File: src/rtl/mem_access_unit.sv
// LC-3b memory-stage controller: drives the data port of the shared block RAM,
// formats load data and returns one response per request to writeback.
module mem_access_unit #(
    parameter int ADDR_W = 16,
    parameter int DATA_W = 16
) (
    input  logic              clk,
    input  logic              reset,
    input  logic              req_valid,
    output logic              req_ready,
    input  logic [1:0]        req_op,
    input  logic [ADDR_W-1:0] req_addr,
    input  logic [DATA_W-1:0] req_wdata,
    input  logic [2:0]        req_dr,
    output logic [ADDR_W-1:0] mem_addr,
    output logic              mem_we_low,
    output logic              mem_we_high,
    output logic [DATA_W-1:0] mem_wdata,
    input  logic [DATA_W-1:0] mem_rdata,
    output logic              resp_valid,
    input  logic              resp_ready,
    output logic [DATA_W-1:0] resp_data,
    output logic [2:0]        resp_dr,
    output logic              resp_is_load,
    output logic              resp_fault
);

    typedef enum logic [1:0] {IDLE, ACCESS, CAPTURE, RESP} state_t;

    localparam logic [1:0] OP_LDW = 2'b00;
    localparam logic [1:0] OP_LDB = 2'b01;
    localparam logic [1:0] OP_STW = 2'b10;
    localparam logic [1:0] OP_STB = 2'b11;

    state_t              state_reg;
    logic [1:0]          op_reg;
    logic [ADDR_W-1:0]   addr_reg;
    logic [DATA_W-1:0]   wdata_reg;
    logic [DATA_W-1:0]   resp_data_reg;
    logic [2:0]          resp_dr_reg;
    logic                resp_valid_reg;
    logic                resp_is_load_reg;
    logic                resp_fault_reg;

    logic                accept;
    logic                word_misaligned;
    logic [7:0]          load_byte;
    logic [DATA_W-1:0]   load_data;

    assign req_ready = (state_reg == IDLE) & ~reset;
    assign accept    = req_valid & req_ready;

    // op[0]==0 marks the word ops (LDW/STW); they fault on an odd address.
    assign word_misaligned = ~req_op[0] & req_addr[0];

    assign mem_addr  = addr_reg;
    assign mem_wdata = (op_reg == OP_STW) ? wdata_reg : {wdata_reg[7:0], wdata_reg[7:0]};

    // Enables are gated by reset combinationally so a reset during ACCESS drops the write.
    assign mem_we_low  = (state_reg == ACCESS) & ~reset &
                         ((op_reg == OP_STW) | ((op_reg == OP_STB) & ~addr_reg[0]));
    assign mem_we_high = (state_reg == ACCESS) & ~reset &
                         ((op_reg == OP_STW) | ((op_reg == OP_STB) & addr_reg[0]));

    assign load_byte = addr_reg[0] ? mem_rdata[15:8] : mem_rdata[7:0];
    assign load_data = (op_reg == OP_LDB) ? {{(DATA_W-8){load_byte[7]}}, load_byte} : mem_rdata;

    always_ff @(posedge clk) begin
        if (reset) begin
            state_reg        <= IDLE;
            op_reg           <= OP_LDW;
            addr_reg         <= '0;
            wdata_reg        <= '0;
            resp_data_reg    <= '0;
            resp_dr_reg      <= '0;
            resp_valid_reg   <= 1'b0;
            resp_is_load_reg <= 1'b0;
            resp_fault_reg   <= 1'b0;
        end else begin
            case (state_reg)
                IDLE: begin
                    if (accept) begin
                        op_reg           <= req_op;
                        addr_reg         <= req_addr;
                        wdata_reg        <= req_wdata;
                        resp_dr_reg      <= req_dr;
                        resp_is_load_reg <= ~req_op[1];
                        resp_fault_reg   <= word_misaligned;
                        resp_data_reg    <= '0;
                        if (word_misaligned) begin
                            state_reg      <= RESP;
                            resp_valid_reg <= 1'b1;
                        end else begin
                            state_reg <= ACCESS;
                        end
                    end
                end
                ACCESS: begin
                    if (op_reg[1]) begin
                        state_reg      <= RESP;
                        resp_valid_reg <= 1'b1;
                    end else begin
                        state_reg <= CAPTURE;
                    end
                end
                CAPTURE: begin
                    resp_data_reg  <= load_data;
                    state_reg      <= RESP;
                    resp_valid_reg <= 1'b1;
                end
                RESP: begin
                    if (resp_ready) begin
                        state_reg      <= IDLE;
                        resp_valid_reg <= 1'b0;
                    end
                end
                default: state_reg <= IDLE;
            endcase
        end
    end

    assign resp_valid   = resp_valid_reg;
    assign resp_data    = resp_data_reg;
    assign resp_dr      = resp_dr_reg;
    assign resp_is_load = resp_is_load_reg;
    assign resp_fault   = resp_fault_reg;

endmodule

File: config.mk
export PLATFORM = sky130hd
export DESIGN_NAME = mem_access_unit
export DESIGN_NICKNAME = d
export VERILOG_FILES = /design/src/rtl/mem_access_unit.sv
export SDC_FILE = /design/constraint.sdc
export NUM_CORES = 1
export LEC_CHECK = 0
export ABC_AREA = 1
export CAP_MARGIN = 20
export CORE_ASPECT_RATIO = 2
export CORE_UTILIZATION = 38
export DETAILED_ROUTE_END_ITERATION = 8
export PLACE_DENSITY_LB_ADDON = 0.08
export SLEW_MARGIN = 20
export SYNTH_ARGS = -nofsm -noshare
export SYNTH_HDL_FRONTEND = slang
export SYNTH_SLANG_ARGS = --single-unit
File: constraint.sdc
create_clock -name clk -period 1.7 [get_ports clk]
set_clock_uncertainty 0.2 [all_clocks]
set_input_delay 0.34 -clock clk [delete_from_list [all_inputs] [get_ports clk]]
set_output_delay 0.34 -clock clk [all_outputs]
set_load 0.01 [all_outputs]
==> results of run 1 <==
## layout make-up
class,count,area share
well taps,88,0.02579
repair buffers,146,0.3177
clock buffers,12,0.05774
clock inverters,3,0.009379
multi-input cells,249,0.2913
inverters,26,0.02403
flip-flops and latches,58,0.2740
## where the power goes
part,leakage [nW],internal (mW),switching (mW)
clock,0.142,1.16,0.579
sequential,0.477,1.58,0.124
combinational,1.45,0.832,0.869
## logic make-up after synthesis
group                      count (synthesis)  share of synthesized area
buffers and inverters                     52                    0.09892
adders and majority gates                  5                    0.02449
AOI/OAI and AO/OA                         56                     0.1136
DFF                                       58                     0.4545
and+or+nand+nor                          188                     0.3085
## metal layers
layer,vias to the layer above,track usage,routed length [µm]
li1,1402,-,-
met1,1222,0.2039,2640
met2,88,0.4021,3998
met4,0,0.1105,176
met5,-,0,0
met3,12,0.07692,453
## how the worst max path moves through the flow
| stage | startpoint | endpoint | slack [ps] |
|---|---|---|---|
| after detailed placement | reset | req_ready | -490 |
| after global placement | reset | req_ready | -490 |
| after global routing | op_reg[0] | mem_wdata[11] | -200 |
| after floorplan | state_reg[0] | resp_data[14] | 90 |
| final | op_reg[0] | mem_wdata[11] | -160 |
| after CTS | op_reg[0] | mem_wdata[11] | -150 |
## per-stage QoR
step	cell area, µm²	TNS [ps]	setup WS [ps]
2_1_floorplan	2555	0	92.21
3_3_place_gp	3894	-14680	-491.5
3_5_place_dp	3894	-15730	-488.4
4_1_cts	4235	-750.1	-145.1
5_1_grt	4269	-1129	-196.2
6_report	4269	-564.5	-157.2
## critical path, cell delays in order, from the launching register on
cell,delay [ps]
dfxtp_2,320
inv_2,70
nand2_4,90
buf_12,150
buf_6,110
o21ai_2,120
buf_2,140
## cells in the final DEF, fill, tap and decap left out, drive strengths merged, types with 12 or more instances in the layout
cell / instances
buf: 44
nand2: 139
dlygate4sd2: 47
clkdlybuf4s50: 55
inv: 26
dfxtp: 58
nand3: 34
o21ai: 20
clkbuf: 12
a21oi: 35
## cells in the mapped netlist
cell	number	area, µm²
ha_1	5	62.56
buf_6	2	22.52
buf_1	1	3.750
o211ai_1	1	7.510
or2_2	1	6.260
nand3_1	33	165.2
nand3_4	1	17.52
clkinv_1	1	3.750
dfxtp_1	58	1161
o21ai_0	19	95.09
nand2_1	139	521.8
nand4_1	7	43.79
inv_1	21	78.83
buf_4	9	67.56
inv_2	4	15.01
buf_2	7	35.03
nor2_4	1	11.26
a21oi_2	1	8.760
nor2_1	6	22.52
clkbuf_1	7	26.28
a21oi_1	34	170.2
o21ai_2	1	8.760
## timing repair
item,4_1_cts,5_1_grt
cloned,1,0
pin swaps,4,6
setup endpoints to repair,59,18
resized for setup,132,13
setup buffers,6,0
==> metrics.md, run 1 <==
| Metric | Value |
|---|---|
| Fin Hold WS | `around 250 ps` |
| RR Endpoint | `resp_data[11]` |
| WHS Path Cells | `2` |
| Final nets | `552` |
| Setup slack after layout | `-157.2 ps` |
| WL final | `between 7000 and 8000 µm` |
| Cell area after synthesis | `roughly 2600 µm²` |
| Total gr overflow | `0` |
| Crit path arrival time | `1320 ps` |
| Port Buf Inserts | `between 100 and 150` |
| RSZ-0062 raised after global routing | `true` |
| CTS Hold Bufs | `0` |
| PwrDens | `between 1000 and 1500 nW/µm²` |
| Clock root buffer | `clkbuf_16` |
| CTS H-tree lvls | `3` |
| Via Count | `2,724` |
| Num Clock Sinks | `58` |
| Initial drt markers | `126` |
| Die Height | `around 120 µm` |
| CP Launch Type | `flip-flop` |
| Max clock buf depth | `2` |
| Mapped Nets | `approximately 420` |
| Reg2reg setup slack | `around 60 ps` |
| Clock Pin Slew Worst Setup and Hold Paths | `about 50 ps` |
| CTS Buf Count | `9` |
| Vias/cell | `4.680` |
| Hold Path Origin | `resp_data[6]` |
| Required @ worst endpoint | `~1200 ps` |
| CP Capture Type | `primary output` |
| Clock latency on the worst-skew pair | `around 320 ps` |
| Syn Inst Count | `about 360` |
| Drt wl/cell | `approximately 12 µm` |
| Initial antenna violation count | `0` |
| Slew Limit Headroom | `0.8019` |
| Layout cell share with drive strength beyond 1 | `0.1943` |
| Peak supply drop | `a little under 0.7 mV` |
| Io pins | `between 100 and 150` |
| Final Power | `between 5 and 6 mW` |
| YS warnings | `0` |
| Failing checks | `setup timing` |
| Residual DRC count | `0` |
| Hold WC Path Type | `flip-flop to flip-flop` |
| Die width | `around 60 µm` |
| FP Rows | `42` |
| DRT Pass-1 Iters | `6` |
| Leak Pwr | `between 2 and 2.5 nW` |
| DIE AREA | `7075 µm²` |
| Syn Area/Cell | `roughly 7.1 µm²` |
| Critical path class | `flip-flop to primary output` |
| Outcome | `finished, violations left` |
| Worst Hold Path EP | `resp_data[6]` |
| Register area | `~1200 µm²` |
| Core ar. | `~6600 µm²` |
| Final Cycle Share | `1.092` |
| Syn-to-layout area delta | `67.09%` |
| Final std cells w/o fill | `between 500 and 600` |
| FF-to-FF path depth | `10` |
| Final Hold Violating Endpoints | `0` |
| Endpoints failing setup | `10` |
| Synth Register Bits | `58` |
| Largest net degree at the start of global routing | `31` |
| Yosys cell types | `22` |
| Seq/Total Area, Yosys | `0.4545` |
| Worst-margin pin slew | `about 300 ps` |
| Total track usage | `0.2216` |
| Ant diodes | `0` |
| Antenna-violating nets left | `0` |
| First-pass GRT wire length | `roughly 12,000 µm` |
| Reg-to-reg critical path startpoint | `state_reg[1]` |
| Utilization after layout | `0.6499` |
| # placed instances | `between 500 and 600` |
| Starting Density | `0.3890` |
| Layout fillers | `around 630` |
| Max Slew Vio Count | `0` |
| Largest fanout on the critical path | `6` |
| Hpwl dp | `5275 µm` |
| Fin crit period | `between 1500 and 2000 ps` |
| TritonCTS clock tree | `built` |
| Max-cap violations | `0` |
| Multi-input logic area | `between 1000 and 1500 µm²` |
| Fmax | `about 540 MHz` |
| Placer Congestion | `0.8164` |
| Vias in the first global route | `~2,700` |
(Power assumes the default switching activity.)
==> inputs of run 2 (changes only) <==
- PLACE_DENSITY: unset -> 0.77
- PLACE_DENSITY_LB_ADDON: 0.08 -> unset
- RECOVER_POWER: unset -> 50
- SLEW_MARGIN: 20 -> 10
==> run 2 against run 1 <==
  * The flow still finishes with violations (setup timing)
  * Worst hold slack got worse by 0.94 ps
  * Count of clock-buffer cells in the layout increased by 1
  * Critical path type unchanged
  * Die area unchanged
  * Flip-flop and latch count unchanged
  * Combinational power about the same
  * Cell area decreased by 1.1%
  * Highest routed layer unchanged
  * First-iteration DRC count increased by 40%
==> metrics.md, run 2 (synthesis gave the netlist of run 1 again) <==
| Metric | Value |
|---|---|
| RR Endpoint | `resp_data[1] (was resp_data[11])` |
| Final std cells w/o fill | `579 (was 582)` |
| P_int | `3.495 mW (was 3.570 mW)` |
| Utilization after layout | `0.6430 (was 0.6499)` |
| Sw Share | `0.3143 (was 0.3057)` |
| Comb power frac | `0.330 (was 0.331)` |
| Commonest non-fill, non-tap cell in the layout | `nand2_1 (unchanged)` |
| RSZ-0062 raised after global routing | `true (unchanged)` |
| WL final | `7685 µm (was 7269 µm)` |
| Drt wl/cell | `13.27 µm (was 12.49 µm)` |
| Syn-to-layout area delta | `65.33% (was 67.09%)` |
| Reg2reg setup slack | `70 ps (was 60 ps)` |
| Antenna-violating nets left | `0 (unchanged)` |
| Layout fillers | `604 (was 627)` |
| Fin crit period | `1744 ps (was 1857 ps)` |
| CTS H-tree lvls | `3 (unchanged)` |
| Starting Density | `0.3890 (unchanged)` |
| Fmax | `573.4 MHz (was 538.4 MHz)` |
| DRT Pass-1 Iters | `5 (was 6)` |
| Worst-margin pin slew | `328.6 ps (was 297.1 ps)` |
| Largest fanout on the critical path | `8 (was 6)` |
| Initial antenna violation count | `0 (unchanged)` |
| Vias/cell | `4.841 (was 4.680)` |
| WP buf/inv | `3 (was 4)` |
| Final Cycle Share | `1.026 (was 1.092)` |
| TritonCTS clock tree | `built (unchanged)` |
| Outcome | `finished, violations left (unchanged)` |
| Ant diodes | `0 (unchanged)` |
| Clock Pin Slew Worst Setup and Hold Paths | `50 ps (about the same)` |
| FF-to-FF path depth | `8 (was 10)` |
| Net Switching | `1.602 mW (was 1.572 mW)` |
| Via Count | `2,803 (was 2,724)` |
| Setup slack after layout | `-43.90 ps (was -157.2 ps)` |
| Residual DRC count | `0 (unchanged)` |
| FP Rows | `42 (unchanged)` |
| Pre-CTS WS | `-501.9 ps (was -488.4 ps)` |
| CP Launch Type | `flip-flop (unchanged)` |
| CP max stage delay | `320 ps (about the same)` |
| WHS Path Cells | `2 (unchanged)` |
| Hpwl dp | `5332 µm (was 5275 µm)` |
| Placer Congestion | `0.8991 (was 0.8164)` |
| Fin Hold WS | `250.6 ps (was 251.6 ps)` |
| First-pass GRT wire length | `11,750 µm (was 11,510 µm)` |
| Hold WC Path Type | `flip-flop to flip-flop (unchanged)` |
| DIE AREA | `7075 µm² (unchanged)` |
| Reg-to-reg critical path startpoint | `state_reg[0] (was state_reg[1])` |
| CTS Buf Count | `9 (unchanged)` |
| Final nets | `549 (was 552)` |
| Io pins | `114 (unchanged)` |
| Clock share of power | `0.335 (was 0.338)` |
| PwrDens | `1206 nW/µm² (was 1204 nW/µm²)` |
| CP max stage cell | `dfxtp_2 (unchanged)` |
| Max-cap violations | `0 (unchanged)` |
| Slew Limit Headroom | `0.7809 (was 0.8019)` |
| Layout cell share with drive strength beyond 1 | `0.1914 (was 0.1943)` |
| Crit path cell chain | `inv_2, nand2_4, buf_12, o21ai_1, buf_2 (was inv_2, nand2_4, buf_12, buf_6, o21ai_2, buf_2)` |
| Total track usage | `0.2248 (was 0.2216)` |
| Required @ worst endpoint | `1160 ps (about the same)` |
| Sequential power share | `0.335 (was 0.331)` |
| Crit path arrival time | `1200 ps (was 1320 ps)` |
| Num Clock Sinks | `58 (unchanged)` |
| CP Capture Type | `primary output (unchanged)` |
| Final Power | `5.096 mW (was 5.142 mW)` |
| Total gr overflow | `0 (unchanged)` |
| Hold Path Origin | `wdata_reg[15] (was resp_data[6])` |
| Commonest cells after routing, fill and taps aside | `nand2_1 (130), clkdlybuf4s50_1 (55), dfxtp_1 (54) (was nand2_1 (132), clkdlybuf4s50_1 (55), dfxtp_1 (53))` |
| Vias in the first global route | `2,553 (was 2,665)` |
| Family with the most delay on the worst path | `buffers and inverters (unchanged)` |
| Endpoints failing setup | `10 (unchanged)` |
| Leak Pwr | `2.050 nW (was 2.067 nW)` |
| Largest net degree at the start of global routing | `32 (was 31)` |
| CTS Hold Bufs | `0 (unchanged)` |
| Failing checks | `setup timing (unchanged)` |
| Port Buf Inserts | `113 (unchanged)` |
| Die width | `59.98 µm (unchanged)` |
| Initial drt markers | `176 (was 126)` |
| Peak supply drop | `0.6208 mV (was 0.6914 mV)` |
| Max clock buf depth | `2 (unchanged)` |
| Final Hold Violating Endpoints | `0 (unchanged)` |
| Critical path class | `flip-flop to primary output (unchanged)` |
| Die Height | `118.0 µm (unchanged)` |
| # placed instances | `556 (was 561)` |
| Clock latency on the worst-skew pair | `320 ps (about the same)` |
| Worst Hold Path EP | `wdata_reg[15] (was resp_data[6])` |
| Core ar. | `6569 µm² (unchanged)` |
| Max Slew Vio Count | `0 (unchanged)` |
| Clock root buffer | `clkbuf_16 (unchanged)` |
[run 2: changes by cell type in the layout (fill, tap and decap cells not counted), moves of 2 or more]
cell / change
nand2_1: -2
clkbuf_1: -2
o21ai_1: +2
nand3_2: +3
clkbuf_8: +3
o21ai_0: -2
buf_6: -4
[run 2: worst max path at each step]
| stage | cells after the start | startpoint | slack, ps | end |
|---|---|---|---|---|
| 5_1_grt | 5 | op_reg[0] | -100 | mem_wdata[12] |
| 2_1_floorplan | 8 | state_reg[0] | 90 | resp_data[14] |
| 4_1_cts | 5 | state_reg[1] | -40 | mem_we_low |
| 3_5_place_dp | 5 | reset | -500 | mem_we_low |
| 6_report | 5 | op_reg[0] | -40 | mem_wdata[15] |
| 3_3_place_gp | 5 | reset | -480 | mem_we_low |
[run 2: area by class of cell]
type                            count  area [µm²]  share of cell area
Multi-Input combinational cell    250        1255              0.2971
Timing Repair inverter              1       6.256            0.001481
Tap cell                           88       110.1             0.02607
Inverter                           26       105.1             0.02488
Clock buffer                       13       280.3             0.06635
Sequential cell                    58        1169              0.2767
Timing Repair Buffer              141        1289              0.3051
Clock inverter                      2       10.01            0.002370
[run 2: metrics by stage]
| stage | TNS [ps] | area [µm²] |
|---|---|---|
| after global placement | -18390 | 3831 |
| final | -313.5 | 4224 |
| after CTS | -327.6 | 4123 |
| after detailed placement | -20100 | 3831 |
| after global routing | -1307 | 4224 |
| after floorplan | 0 | 2555 |
[run 2: what timing repair did]
item,4_1_cts,5_1_grt
gates resized for setup,133,17
buffers inserted,1,4
cloned,1,2
pin swaps,1,3
setup endpoints to repair,94,46
[run 2: power groups by stage]
stage / Sequential, mW / Combinational [mW] / Clock [mW]
finish: 1.71 / 1.68 / 1.71
global route: 1.73 / 1.84 / 1.81
CTS: 1.70 / 1.57 / 1.75
detailed placement: 1.71 / 1.61 / 0
global placement: 1.70 / 1.58 / 0
floorplan: 1.75 / 0.758 / 0
[run 2: worst register-to-register path, cell delays in order, from the launching register on]
cell and delay (ps):
dfxtp_4 360, inv_2 80, buf_4 120, ha_1 130
inv_1 90, o21ai_4 230, clkinv_4 140, nand2_1 110
a21oi_2 60
[run 2: layer usage]
metal / part of all wire / track usage / vias up
met1: 0.37 / 0.2268 / 1271
met2: 0.54 / 0.3931 / 107
li1: - / - / 1400
met5: 0 / 0 / -
met4: 0.043 / 0.1453 / 0
met3: 0.044 / 0.04505 / 25
